### src/rtl/reorder_buffer_if.sv
// Bundle of the reorder buffer's issue, writeback, query, commit and flush signals.
// slave is the buffer side, master is the core/pipeline side.
`timescale 1ns/1ps
interface rob_if #(
  parameter int ROB_WIDTH = 3
);
  logic                 issue_valid;
  logic [4:0]           issue_rd_id;
  logic [ROB_WIDTH-1:0] issue_rob_idx;
  logic                 rob_full;

  logic                 wb_valid;
  logic [ROB_WIDTH-1:0] wb_rob_idx;
  logic [31:0]          wb_val;
  logic                 wb_mispredict;
  logic [31:0]          wb_target;

  logic [ROB_WIDTH-1:0] query1_idx;
  logic [ROB_WIDTH-1:0] query2_idx;
  logic                 query1_ready;
  logic                 query2_ready;
  logic [31:0]          query1_val;
  logic [31:0]          query2_val;

  logic                 rob_to_rf_commit;
  logic [4:0]           rob_to_rf_reg_id;
  logic [31:0]          rob_to_rf_reg_val;
  logic [ROB_WIDTH-1:0] rob_to_rf_rob_idx;

  logic                 clr_out;
  logic [31:0]          clr_pc_out;

  modport slave (
    input  issue_valid, issue_rd_id,
    output issue_rob_idx, rob_full,
    input  wb_valid, wb_rob_idx, wb_val, wb_mispredict, wb_target,
    input  query1_idx, query2_idx,
    output query1_ready, query2_ready, query1_val, query2_val,
    output rob_to_rf_commit, rob_to_rf_reg_id, rob_to_rf_reg_val, rob_to_rf_rob_idx,
    output clr_out, clr_pc_out
  );

  modport master (
    output issue_valid, issue_rd_id,
    input  issue_rob_idx, rob_full,
    output wb_valid, wb_rob_idx, wb_val, wb_mispredict, wb_target,
    output query1_idx, query2_idx,
    input  query1_ready, query2_ready, query1_val, query2_val,
    input  rob_to_rf_commit, rob_to_rf_reg_id, rob_to_rf_reg_val, rob_to_rf_rob_idx,
    input  clr_out, clr_pc_out
  );
endinterface

### src/rtl/reorder_buffer.sv
// In-order-commit reorder buffer: tags 1..2^ROB_WIDTH-1 (tag 0 means "no dependency"),
// out-of-order writeback, combinational operand queries, mispredict flush on commit.
`timescale 1ns/1ps
module reorder_buffer #(
  parameter int ROB_WIDTH = 3
) (
  input  logic  clk_in,
  input  logic  rst_in,
  input  logic  rdy_in,
  rob_if.slave  bus
);
  localparam int unsigned          DEPTH = 2 ** ROB_WIDTH;
  localparam logic [ROB_WIDTH-1:0] CAP   = '1;
  localparam logic [ROB_WIDTH-1:0] FIRST = ROB_WIDTH'(1);

  logic [DEPTH-1:0] busy;
  logic [DEPTH-1:0] ready;
  logic [DEPTH-1:0] mispredict;
  logic [4:0]       rd     [DEPTH];
  logic [31:0]      val    [DEPTH];
  logic [31:0]      target [DEPTH];

  logic [ROB_WIDTH-1:0] head;
  logic [ROB_WIDTH-1:0] tail;
  logic [ROB_WIDTH-1:0] count;
  logic [ROB_WIDTH-1:0] count_nxt;

  logic                 commit_q;
  logic [4:0]           reg_id_q;
  logic [31:0]          reg_val_q;
  logic [ROB_WIDTH-1:0] rob_idx_q;
  logic                 clr_q;
  logic [31:0]          clr_pc_q;

  logic issue_acc;
  logic wb_acc;
  logic commit_fire;
  logic flush;

  logic [ROB_WIDTH-1:0] q_idx   [2];
  logic                 q_ready [2];
  logic [31:0]          q_val   [2];

  function automatic logic [ROB_WIDTH-1:0] ptr_inc(input logic [ROB_WIDTH-1:0] p);
    return (p == CAP) ? FIRST : p + FIRST;
  endfunction

  // Commit looks only at registered ready, so a writeback to head retires one edge later.
  assign issue_acc   = rdy_in && bus.issue_valid && !bus.rob_full && !clr_q;
  assign wb_acc      = rdy_in && bus.wb_valid && !clr_q &&
                       (bus.wb_rob_idx != '0) && busy[bus.wb_rob_idx];
  assign commit_fire = rdy_in && !clr_q && busy[head] && ready[head];
  assign flush       = commit_fire && mispredict[head];

  always_comb begin
    count_nxt = count;
    if (flush) begin
      count_nxt = '0;
    end else if (issue_acc && !commit_fire) begin
      count_nxt = count + FIRST;
    end else if (!issue_acc && commit_fire) begin
      count_nxt = count - FIRST;
    end
  end

  always_ff @(posedge clk_in or negedge rst_in) begin
    if (!rst_in) begin
      busy       <= '0;
      ready      <= '0;
      mispredict <= '0;
      for (int unsigned i = 0; i < DEPTH; i++) begin
        rd[i]     <= '0;
        val[i]    <= '0;
        target[i] <= '0;
      end
      head      <= FIRST;
      tail      <= FIRST;
      count     <= '0;
      commit_q  <= 1'b0;
      reg_id_q  <= '0;
      reg_val_q <= '0;
      rob_idx_q <= '0;
      clr_q     <= 1'b0;
      clr_pc_q  <= '0;
    end else if (rdy_in) begin
      commit_q <= commit_fire;
      clr_q    <= flush;
      count    <= count_nxt;

      if (commit_fire) begin
        reg_id_q  <= rd[head];
        reg_val_q <= val[head];
        rob_idx_q <= head;
      end
      if (flush) begin
        clr_pc_q <= target[head];
      end

      if (wb_acc) begin
        ready[bus.wb_rob_idx]      <= 1'b1;
        val[bus.wb_rob_idx]        <= bus.wb_val;
        mispredict[bus.wb_rob_idx] <= bus.wb_mispredict;
        target[bus.wb_rob_idx]     <= bus.wb_target;
      end

      if (issue_acc && !flush) begin
        busy[tail]       <= 1'b1;
        ready[tail]      <= 1'b0;
        mispredict[tail] <= 1'b0;
        rd[tail]         <= bus.issue_rd_id;
        tail             <= ptr_inc(tail);
      end

      if (commit_fire) begin
        busy[head]       <= 1'b0;
        ready[head]      <= 1'b0;
        mispredict[head] <= 1'b0;
        head             <= ptr_inc(head);
      end

      // Later assignments win: a flush overrides the per-entry updates above.
      if (flush) begin
        busy       <= '0;
        ready      <= '0;
        mispredict <= '0;
        head       <= FIRST;
        tail       <= FIRST;
      end
    end
  end

  assign q_idx[0] = bus.query1_idx;
  assign q_idx[1] = bus.query2_idx;

  always_comb begin
    for (int unsigned p = 0; p < 2; p++) begin
      q_ready[p] = 1'b0;
      q_val[p]   = '0;
      if (q_idx[p] != '0) begin
        if (wb_acc && (bus.wb_rob_idx == q_idx[p])) begin
          q_ready[p] = 1'b1;
          q_val[p]   = bus.wb_val;
        end else if (busy[q_idx[p]] && ready[q_idx[p]]) begin
          q_ready[p] = 1'b1;
          q_val[p]   = val[q_idx[p]];
        end
      end
    end
  end

  assign bus.query1_ready = q_ready[0];
  assign bus.query1_val   = q_val[0];
  assign bus.query2_ready = q_ready[1];
  assign bus.query2_val   = q_val[1];

  assign bus.issue_rob_idx     = tail;
  assign bus.rob_full          = (count == CAP);
  assign bus.rob_to_rf_commit  = commit_q;
  assign bus.rob_to_rf_reg_id  = reg_id_q;
  assign bus.rob_to_rf_reg_val = reg_val_q;
  assign bus.rob_to_rf_rob_idx = rob_idx_q;
  assign bus.clr_out           = clr_q;
  assign bus.clr_pc_out        = clr_pc_q;
endmodule

### src/flat_wrapper.sv
// flat-port wrapper written by rule: the top's interface ports become plain ports
module reorder_buffer_flat 
#(
  parameter int ROB_WIDTH = 3
)
  (clk_in, rst_in, rdy_in, bus_issue_valid, bus_issue_rd_id, bus_issue_rob_idx, bus_rob_full, bus_wb_valid, bus_wb_rob_idx, bus_wb_val, bus_wb_mispredict, bus_wb_target, bus_query1_idx, bus_query2_idx, bus_query1_ready, bus_query2_ready, bus_query1_val, bus_query2_val, bus_rob_to_rf_commit, bus_rob_to_rf_reg_id, bus_rob_to_rf_reg_val, bus_rob_to_rf_rob_idx, bus_clr_out, bus_clr_pc_out);
  rob_if #(.ROB_WIDTH(ROB_WIDTH)) bus_i ();
  input  logic clk_in;
  input  logic rst_in;
  input  logic rdy_in;
  input wire logic [$bits(bus_i.issue_valid)-1:0] bus_issue_valid;
  input wire logic [$bits(bus_i.issue_rd_id)-1:0] bus_issue_rd_id;
  output wire logic [$bits(bus_i.issue_rob_idx)-1:0] bus_issue_rob_idx;
  output wire logic [$bits(bus_i.rob_full)-1:0] bus_rob_full;
  input wire logic [$bits(bus_i.wb_valid)-1:0] bus_wb_valid;
  input wire logic [$bits(bus_i.wb_rob_idx)-1:0] bus_wb_rob_idx;
  input wire logic [$bits(bus_i.wb_val)-1:0] bus_wb_val;
  input wire logic [$bits(bus_i.wb_mispredict)-1:0] bus_wb_mispredict;
  input wire logic [$bits(bus_i.wb_target)-1:0] bus_wb_target;
  input wire logic [$bits(bus_i.query1_idx)-1:0] bus_query1_idx;
  input wire logic [$bits(bus_i.query2_idx)-1:0] bus_query2_idx;
  output wire logic [$bits(bus_i.query1_ready)-1:0] bus_query1_ready;
  output wire logic [$bits(bus_i.query2_ready)-1:0] bus_query2_ready;
  output wire logic [$bits(bus_i.query1_val)-1:0] bus_query1_val;
  output wire logic [$bits(bus_i.query2_val)-1:0] bus_query2_val;
  output wire logic [$bits(bus_i.rob_to_rf_commit)-1:0] bus_rob_to_rf_commit;
  output wire logic [$bits(bus_i.rob_to_rf_reg_id)-1:0] bus_rob_to_rf_reg_id;
  output wire logic [$bits(bus_i.rob_to_rf_reg_val)-1:0] bus_rob_to_rf_reg_val;
  output wire logic [$bits(bus_i.rob_to_rf_rob_idx)-1:0] bus_rob_to_rf_rob_idx;
  output wire logic [$bits(bus_i.clr_out)-1:0] bus_clr_out;
  output wire logic [$bits(bus_i.clr_pc_out)-1:0] bus_clr_pc_out;
  assign bus_i.issue_valid = bus_issue_valid;
  assign bus_i.issue_rd_id = bus_issue_rd_id;
  assign bus_issue_rob_idx = bus_i.issue_rob_idx;
  assign bus_rob_full = bus_i.rob_full;
  assign bus_i.wb_valid = bus_wb_valid;
  assign bus_i.wb_rob_idx = bus_wb_rob_idx;
  assign bus_i.wb_val = bus_wb_val;
  assign bus_i.wb_mispredict = bus_wb_mispredict;
  assign bus_i.wb_target = bus_wb_target;
  assign bus_i.query1_idx = bus_query1_idx;
  assign bus_i.query2_idx = bus_query2_idx;
  assign bus_query1_ready = bus_i.query1_ready;
  assign bus_query2_ready = bus_i.query2_ready;
  assign bus_query1_val = bus_i.query1_val;
  assign bus_query2_val = bus_i.query2_val;
  assign bus_rob_to_rf_commit = bus_i.rob_to_rf_commit;
  assign bus_rob_to_rf_reg_id = bus_i.rob_to_rf_reg_id;
  assign bus_rob_to_rf_reg_val = bus_i.rob_to_rf_reg_val;
  assign bus_rob_to_rf_rob_idx = bus_i.rob_to_rf_rob_idx;
  assign bus_clr_out = bus_i.clr_out;
  assign bus_clr_pc_out = bus_i.clr_pc_out;
  reorder_buffer #(.ROB_WIDTH(ROB_WIDTH)) u_core (.clk_in(clk_in), .rst_in(rst_in), .rdy_in(rdy_in), .bus(bus_i));
endmodule
### config.mk
export PLATFORM = sky130hd
export DESIGN_NAME = reorder_buffer_flat
export DESIGN_NICKNAME = d
export VERILOG_FILES = /design/src/rtl/reorder_buffer_if.sv /design/src/rtl/reorder_buffer.sv /design/src/flat_wrapper.sv
export SDC_FILE = /design/constraint.sdc
export NUM_CORES = 1
export LEC_CHECK = 0
export ABC_AREA = 1
export BUFFER_PORTS_ARGS = -buffer_cell sky130_fd_sc_hd__buf_4
export CAP_MARGIN = 10
export CORE_UTILIZATION = 60
export DETAILED_ROUTE_END_ITERATION = 8
export PLACE_DENSITY = 0.79
export SKIP_CTS_REPAIR_TIMING = 1
export SYNTH_ARGS = -nofsm -noshare
export SYNTH_HDL_FRONTEND = slang
export SYNTH_SLANG_ARGS = --single-unit
export TNS_END_PERCENT = 5
### constraint.sdc
create_clock -name clk_in -period 4.14 [get_ports clk_in]
set_clock_uncertainty 0.15 [all_clocks]
set_input_delay 0.207 -clock clk_in [delete_from_list [all_inputs] [get_ports clk_in]]
set_output_delay 0.207 -clock clk_in [all_outputs]
set_load 0.05 [all_outputs]
==> results.toml, run 1 <==
[run_status]
status = "finished with violations"
failed_checks = "DRC, hold timing"

[logic_synthesis]
syn_area_per_cell_um2 = 7.81
synth_nets = 4309
synthesis.area_mm2 = 0.0329
synthDistinctLibCells = 40
synthCells = 4219
ys_warn_count = 0
yosysSeqAreaShare_pct = 50.1
ys_ff_latch = 659

[worst_hold_path]
hold_path_class = "primary input to flop"
min_from = "bus_issue_valid"

[final_layout]
fin_util_pct = 70.0
antennaDiodeCount = 0
syn2layout_area_growth_pct = 14.9
fin_nets = 4373
final_layout_size_suffix_gt1_share_pct = 10.5
n_fill_cell = 4385

[clock_tree]
cts.reportedPaths.clkPinSlew_ps = 60
tritoncts = "built"
clockRootBuffer = "clkbuf_16"
cts-htree-levels = 3
cts_inserted_buffers = 69
cts_num_sinks = 659
clockBufferDepth = 3
clkLatencyLatePin_ps = 630

[global_route]
grt_pass1_wl_mm = 167
grt_overflow = 0
antenna_found_initial = 1
grt_pass1_vias = 29900
grt_max_degree = 106
grt_usage_pct = 37.9

[timing]
fmax_mhz = 246
rsz0062_at_grt = "false"
tns_ps = 0
drv_slew = 0
setup_slack_ps = 77.9
whs_ps = -36.6
hold_viol = 3
slew_headroom_pct = 20.8
period_share_pct = 98.1
worst_slew_pin_slew_ps = 1190
setup_viol = 0
fin_crit_ps = 4060

[routing]
finalWirelength_mm = 107
drcViolationCount = 1
drt_iter0_drc = 4448
vias = 31900
vias_per_cell = 6.33
drt-pass1-iter-count = 9
wl_per_cell_um = 21.2
ant_nets = 0

[floorplanning]
std_cell_rows = 85
initial_utilization_pct = 61.0
io_pins = 228
die_w_um = 236
die_h_um = 236
die_area_mm2 = 0.0558
coreArea_mm2 = 0.0540

[worst_setup_path]
rr_startpoint = "u_core.head[1]"
arrival_ps = 3710
slowest_delay_ps = 770
path_delay_family = "simple AND/OR/NAND/NOR gates"
path_max_fanout = 64
cp-startpoint = "u_core.bus.clr_out"
cpMostUsedCell = "nor2_1"
crit_chain = "nor2_1, o211ai_1, inv_1, nand2_2, inv_4, nand2_4, o21ai_0, nor2_1, buf_4"
crit_buf_inv = 3
worst_setup_path_start_kind = "flop"
required_ps = 3780
crit_type = "flop to output pin"
slowest_stage = "o21ai_0"
cp-end-kind = "output pin"

[pwr]
powerDensity_mw_per_mm2 = 521
power_uw = 19700
peakVddDrop_mv = 0.486
power.leakage_uw = 0.0178

[job]
cap_violations = 0

[placed_design]
place_hpwl_mm = 61.0
gp_congestion = 0.958
io_buffer_count = 227
dp_slack_ps = 675
## synthesized netlist by cell type, drive strengths merged
cell type / n / area [um2]
and3: 1 / 6.26
nand3: 79 / 418
a21oi: 196 / 981
a221oi: 2 / 17.5
o211ai: 54 / 405
o22ai: 47 / 294
dfstp: 2 / 52.6
nor2: 306 / 1150
nand4: 1 / 6.26
xnor2: 1 / 8.76
inv: 272 / 1020
o2111ai: 124 / 1090
clkbuf: 254 / 955
xor2: 7 / 61.3
fa: 1 / 20.0
o21ai: 893 / 4470
nand3b: 7 / 52.6
nand2: 1102 / 4160
ha: 5 / 62.6
clkinv: 3 / 11.3
a211oi: 19 / 143
a31oi: 4 / 25.0
nor3: 13 / 76.3
a41oi: 30 / 263
o221ai: 15 / 131
dfrtp: 657 / 16400
buf: 124 / 621
## cells by family (layout without fill, tap and decap cells)
logic type / count (synthesis) / in the layout / share of synthesized area, %
AOI/OAI and AO/OA: 1384 / 1384 / 23.7
xor gates and xnor gates: 8 / 8 / 0.213
adders and majority gates: 6 / 6 / 0.251
buffers and inverters: 653 / 773 / 7.92
DFF: 659 / 659 / 50.1
and+or+nand+nor: 1509 / 1509 / 17.8
## metrics by stage
step	cell area, um2	cells
after floorplan	32900	4219
after global placement	34800	4837
after detailed placement	34800	4837
after CTS	37100	4964
after global routing	37800	5035
final	37800	5035
## state kept, by name, summed over array words and instances, names as in the netlist
| signal | count |
|---|---|
| u_core.busy | 8 |
| u_core.bus.clr_out | 1 |
| u_core.bus.rob_to_rf_commit | 1 |
| u_core.bus.rob_to_rf_reg_val | 32 |
| u_core.ready | 8 |
| u_core.rd | 40 |
| u_core.mispredict | 8 |
| u_core.bus.rob_to_rf_rob_idx | 3 |
| u_core.bus.clr_pc_out | 32 |
| u_core.target | 256 |
| u_core.val | 256 |
| u_core.bus.issue_rob_idx | 3 |
| u_core.head | 3 |
| u_core.bus.rob_to_rf_reg_id | 5 |
| u_core.count | 3 |
## placed cells by master, fill, tap and decap left out, types with 2 or more instances in the layout
| cell | count |
|---|---|
| nand3_4 | 2 |
| buf_4 | 286 |
| nor2_1 | 300 |
| nand3_1 | 75 |
| inv_16 | 3 |
| a211oi_1 | 19 |
| o221ai_1 | 15 |
| clkbuf_1 | 15 |
| clkinv_4 | 3 |
| nor2_4 | 6 |
| dlygate4sd3_1 | 71 |
| o21ai_1 | 36 |
| bufinv_16 | 4 |
| clkinvlp_4 | 3 |
| nor3_1 | 12 |
| clkbuf_8 | 16 |
| o22ai_1 | 47 |
| a41oi_1 | 30 |
| o21ai_0 | 856 |
| inv_1 | 257 |
| clkbuf_16 | 70 |
| ha_1 | 5 |
| dfrtp_1 | 657 |
| buf_12 | 13 |
| xor2_1 | 7 |
| inv_6 | 3 |
| inv_2 | 15 |
| nand2_2 | 4 |
| nand2_4 | 9 |
| a21oi_1 | 196 |
| o2111ai_1 | 124 |
| a221oi_1 | 2 |
| nand2_1 | 1089 |
| o211ai_1 | 54 |
| nand3_2 | 2 |
| a31oi_1 | 4 |
| nand3b_1 | 7 |
| clkinv_2 | 10 |
## tightest hold or removal path: stages
cell	delay [ps]
buf_4	120
nand2_1	80
o21ai_0	130
o21ai_0	170
## path summary, 6_finish.rpt
| check | end | slack (ps) | depth (start not counted) |
|---|---|---|---|
| min in group asynchronous | u_core.bus.rob_to_rf_reg_id[3] | 70 | 2 |
| worst min-delay path | u_core.bus.issue_rob_idx[0] | -40 | 4 |
| worst max register to register | u_core.bus.rob_to_rf_reg_val[14] | 720 | 12 |
| worst max-delay path | bus_query2_val[1] | 80 | 9 |
| worst min register to register | u_core.val[249] | 230 | 0 |
| max in group asynchronous | u_core.target[254] | 2610 | 3 |
## power breakdown
part	total, uW	internal (uW)	switching [uW]	leakage, uW
Clock	6420	3700	2720	0.00115
Combinational	4970	1570	3390	0.00773
Sequential	8310	7490	817	0.00889
## layer usage
| metal | up-vias | wire (um) | global-route usage (%) |
|---|---|---|---|
| li1 | 14300 | - | - |
| met1 | 15000 | 42600 | 53.1 |
| met2 | 2135 | 46800 | 56.5 |
| met3 | 415 | 12300 | 8.11 |
| met4 | 2 | 5220 | 18.1 |
| met5 | - | 13 | 0 |
## layout make-up
type,count,area (um2),area share [%]
timing repair buffer,371,3130,8.28
clock buffer,101,2030,5.36
tap,696,871,2.30
clock inverter,26,313,0.827
inverter,275,1040,2.75
multi-input combinational,2907,14000,36.9
sequential,659,16500,43.6
Note: power is estimated with default switching activity, not from simulation.
==> run 2, diff against run 1 <==
Settings changed: ABC_AREA 1 to default, CORE_MARGIN from default to 3, PLACE_DENSITY 0.79 to default, PLACE_DENSITY_LB_ADDON from default to 0.12.
==> results.toml, run 2 <==
[run_status]
status = "finished, final reports clean"

[timing]
whs_ps = 84.3
period_share_pct = 92.5
slew_headroom_pct = 17.3
hold_viol = 0
worst_slew_pin_slew_ps = 1240
fin_crit_ps = 3830
rsz0062_at_grt = "false"
drv_slew = 0
tns_ps = 0
fmax_mhz = 261
setup_viol = 0

[floorplanning]
std_cell_rows = 87
die_area_mm2 = 0.0602
die_w_um = 245
coreArea_mm2 = 0.0566
initial_utilization_pct = 60.8
io_pins = 228
die_h_um = 245

[final_layout]
instances_no_fill = 3496
n_fill_cell = 3951
fin_nets = 2780
final_area_mm2 = 0.0396
syn2layout_area_growth_pct = 15.1
top_regs = "u_core.target x256, u_core.val x256, u_core.rd x40"
final_layout_size_suffix_gt1_share_pct = 44.7
mostFrequentLayoutCell = "dfrtp_1"
final_cell_mix = "dfrtp_1, mux2_2, buf_4"

[worst_setup_path]
path_max_fanout = 33
reg2regPathDepth = 7
rr_startpoint = "u_core.head[2]"
r2r_end = "u_core.bus.rob_to_rf_reg_id[4]"
crit_type = "flop to output pin"
rrSetupSlack_ps = 540
cp-end-kind = "output pin"
arrival_ps = 3470
worst_setup_path_start_kind = "flop"
required_ps = 3780

[logic_synthesis]
syn_area_per_cell_um2 = 13.6
synth_top_cell_area_share_pct = 47.8
synthFlopType = "dfrtp_1"
async_reset_ff_share_pct = 100
ys_warn_count = 0
synth_top_area_cell = "dfrtp_1"
yosys.cell_count.top_type = "dfrtp_1"
synth_edf_count = 0
ys_ff_latch = 659
ys_top_cells_by_area = "dfrtp_1, mux2_2, mux4_2"
synth_nets = 2618
synthTopCellsByCount = "dfrtp_1, mux2_2, clkbuf_1"
synthCells = 2528
synthesis.area_mm2 = 0.0344
yosysSeqAreaShare_pct = 47.9
synthDistinctLibCells = 69

[global_route]
grt_usage_pct = 32.3
grt_pass1_vias = 24600
grt_pass1_wl_mm = 149
grt_overflow = 0
grt_max_degree = 119
grt_use_met3_pct = 6.98
met2_usage_pct = 51.8
antenna_found_initial = 6
grt-busiest-layer = "met2"
use_met1_pct = 42.9

[clock_tree]
clkLatencyLatePin_ps = 620
tritoncts = "built"
cts_inserted_buffers = 71
clockBufferDepth = 3
cts-htree-levels = 3
clockRootBuffer = "clkbuf_16"
cts_num_sinks = 659
cts.reportedPaths.clkPinSlew_ps = 60

[routing]
ant_nets = 0
wl_per_cell_um = 27.8
finalWirelength_mm = 97.2
drt-pass1-iter-count = 5
vias = 23800
vias_per_cell = 6.80
drcViolationCount = 0
drt_iter0_drc = 2073

[job]
cap_violations = 0

[worst_hold_path]
hold_path_class = "primary input to asynchronous set/reset pin"

[placed_design]
place_hpwl_mm = 56.3
dpl_cell_area_mm2 = 0.0366
gp_congestion = 0.858
dp.cells = 3301
io_buffer_count = 227

[pwr]
powerDensity_mw_per_mm2 = 703
peakVddDrop_mv = 0.519
power.leakage_uw = 0.0178
[run 2: through the flow]
step	utilization (%)	setup WS, ps	power, uW
4_1_cts	68.7	320	27800
2_1_floorplan	-	1020	18100
5_1_grt	70.0	221	29100
3_5_place_dp	64.7	574	21500
3_3_place_gp	64.7	614	21000
6_report	70.0	309	27900
[run 2: per-layer routing]
layer / vias to the layer above / share of wire (%) / routed length, um
li1: 9990 / - / -
met1: 12400 / 40 / 38700
met2: 1073 / 48 / 46300
met3: 286 / 8.3 / 8060
met4: 6 / 4.2 / 4130
met5: - / 0.036 / 35
[run 2: where the power goes]
part	total (uW)	switching [uW]	internal (uW)	leakage, uW
Sequential	10600	1850	8740	0.00865
Combinational	11000	5960	5030	0.00807
Clock	6280	2610	3660	0.00113
Total	27900	10400	17400	0.0178
[run 2: layout make-up]
cell class              count  area (um2)  share of cell area, %
inverters                  17        63.8                  0.161
repair buffers            374        3180                   8.04
clock inverters            22         269                  0.679
flip-flops and latches    659       16500                   41.7
well taps                 756         946                   2.39
clock buffers              98        2020                   5.09
diodes                      3        7.51                 0.0190
multi-input cells        1567       16600                   42.0
[run 2: how the worst max path moves through the flow]
stage          slack, ps                        endpoint                from
2_1_floorplan       1020              bus_query1_val[10]  u_core.bus.clr_out
3_3_place_gp         610                 u_core.count[2]      u_core.head[0]
3_5_place_dp         570  u_core.bus.rob_to_rf_reg_id[4]      u_core.head[0]
4_1_cts              320              bus_query2_val[15]  u_core.bus.clr_out
5_1_grt              220                bus_query1_ready  u_core.bus.clr_out
6_report             310                bus_query1_ready  u_core.bus.clr_out
[run 2: critical path, cell delays in order, from the launching register on]
cell	delay [ps]
dfrtp_1	420
nor2b_1	410
o311ai_0	480
a211oi_4	330
buf_4	540
nor2_1	190
nor2_1	230
buf_4	240
[run 2: kinds of logic after synthesis]
kind of cell | Yosys count | synth area share (%)
mux | 913 | 34.5
compound gates | 426 | 10.2
xor+xnor | 7 | 0.178
buf+inv | 302 | 4.02
flops | 659 | 47.9
simple gates | 215 | 2.95
fa+ha+maj | 6 | 0.240
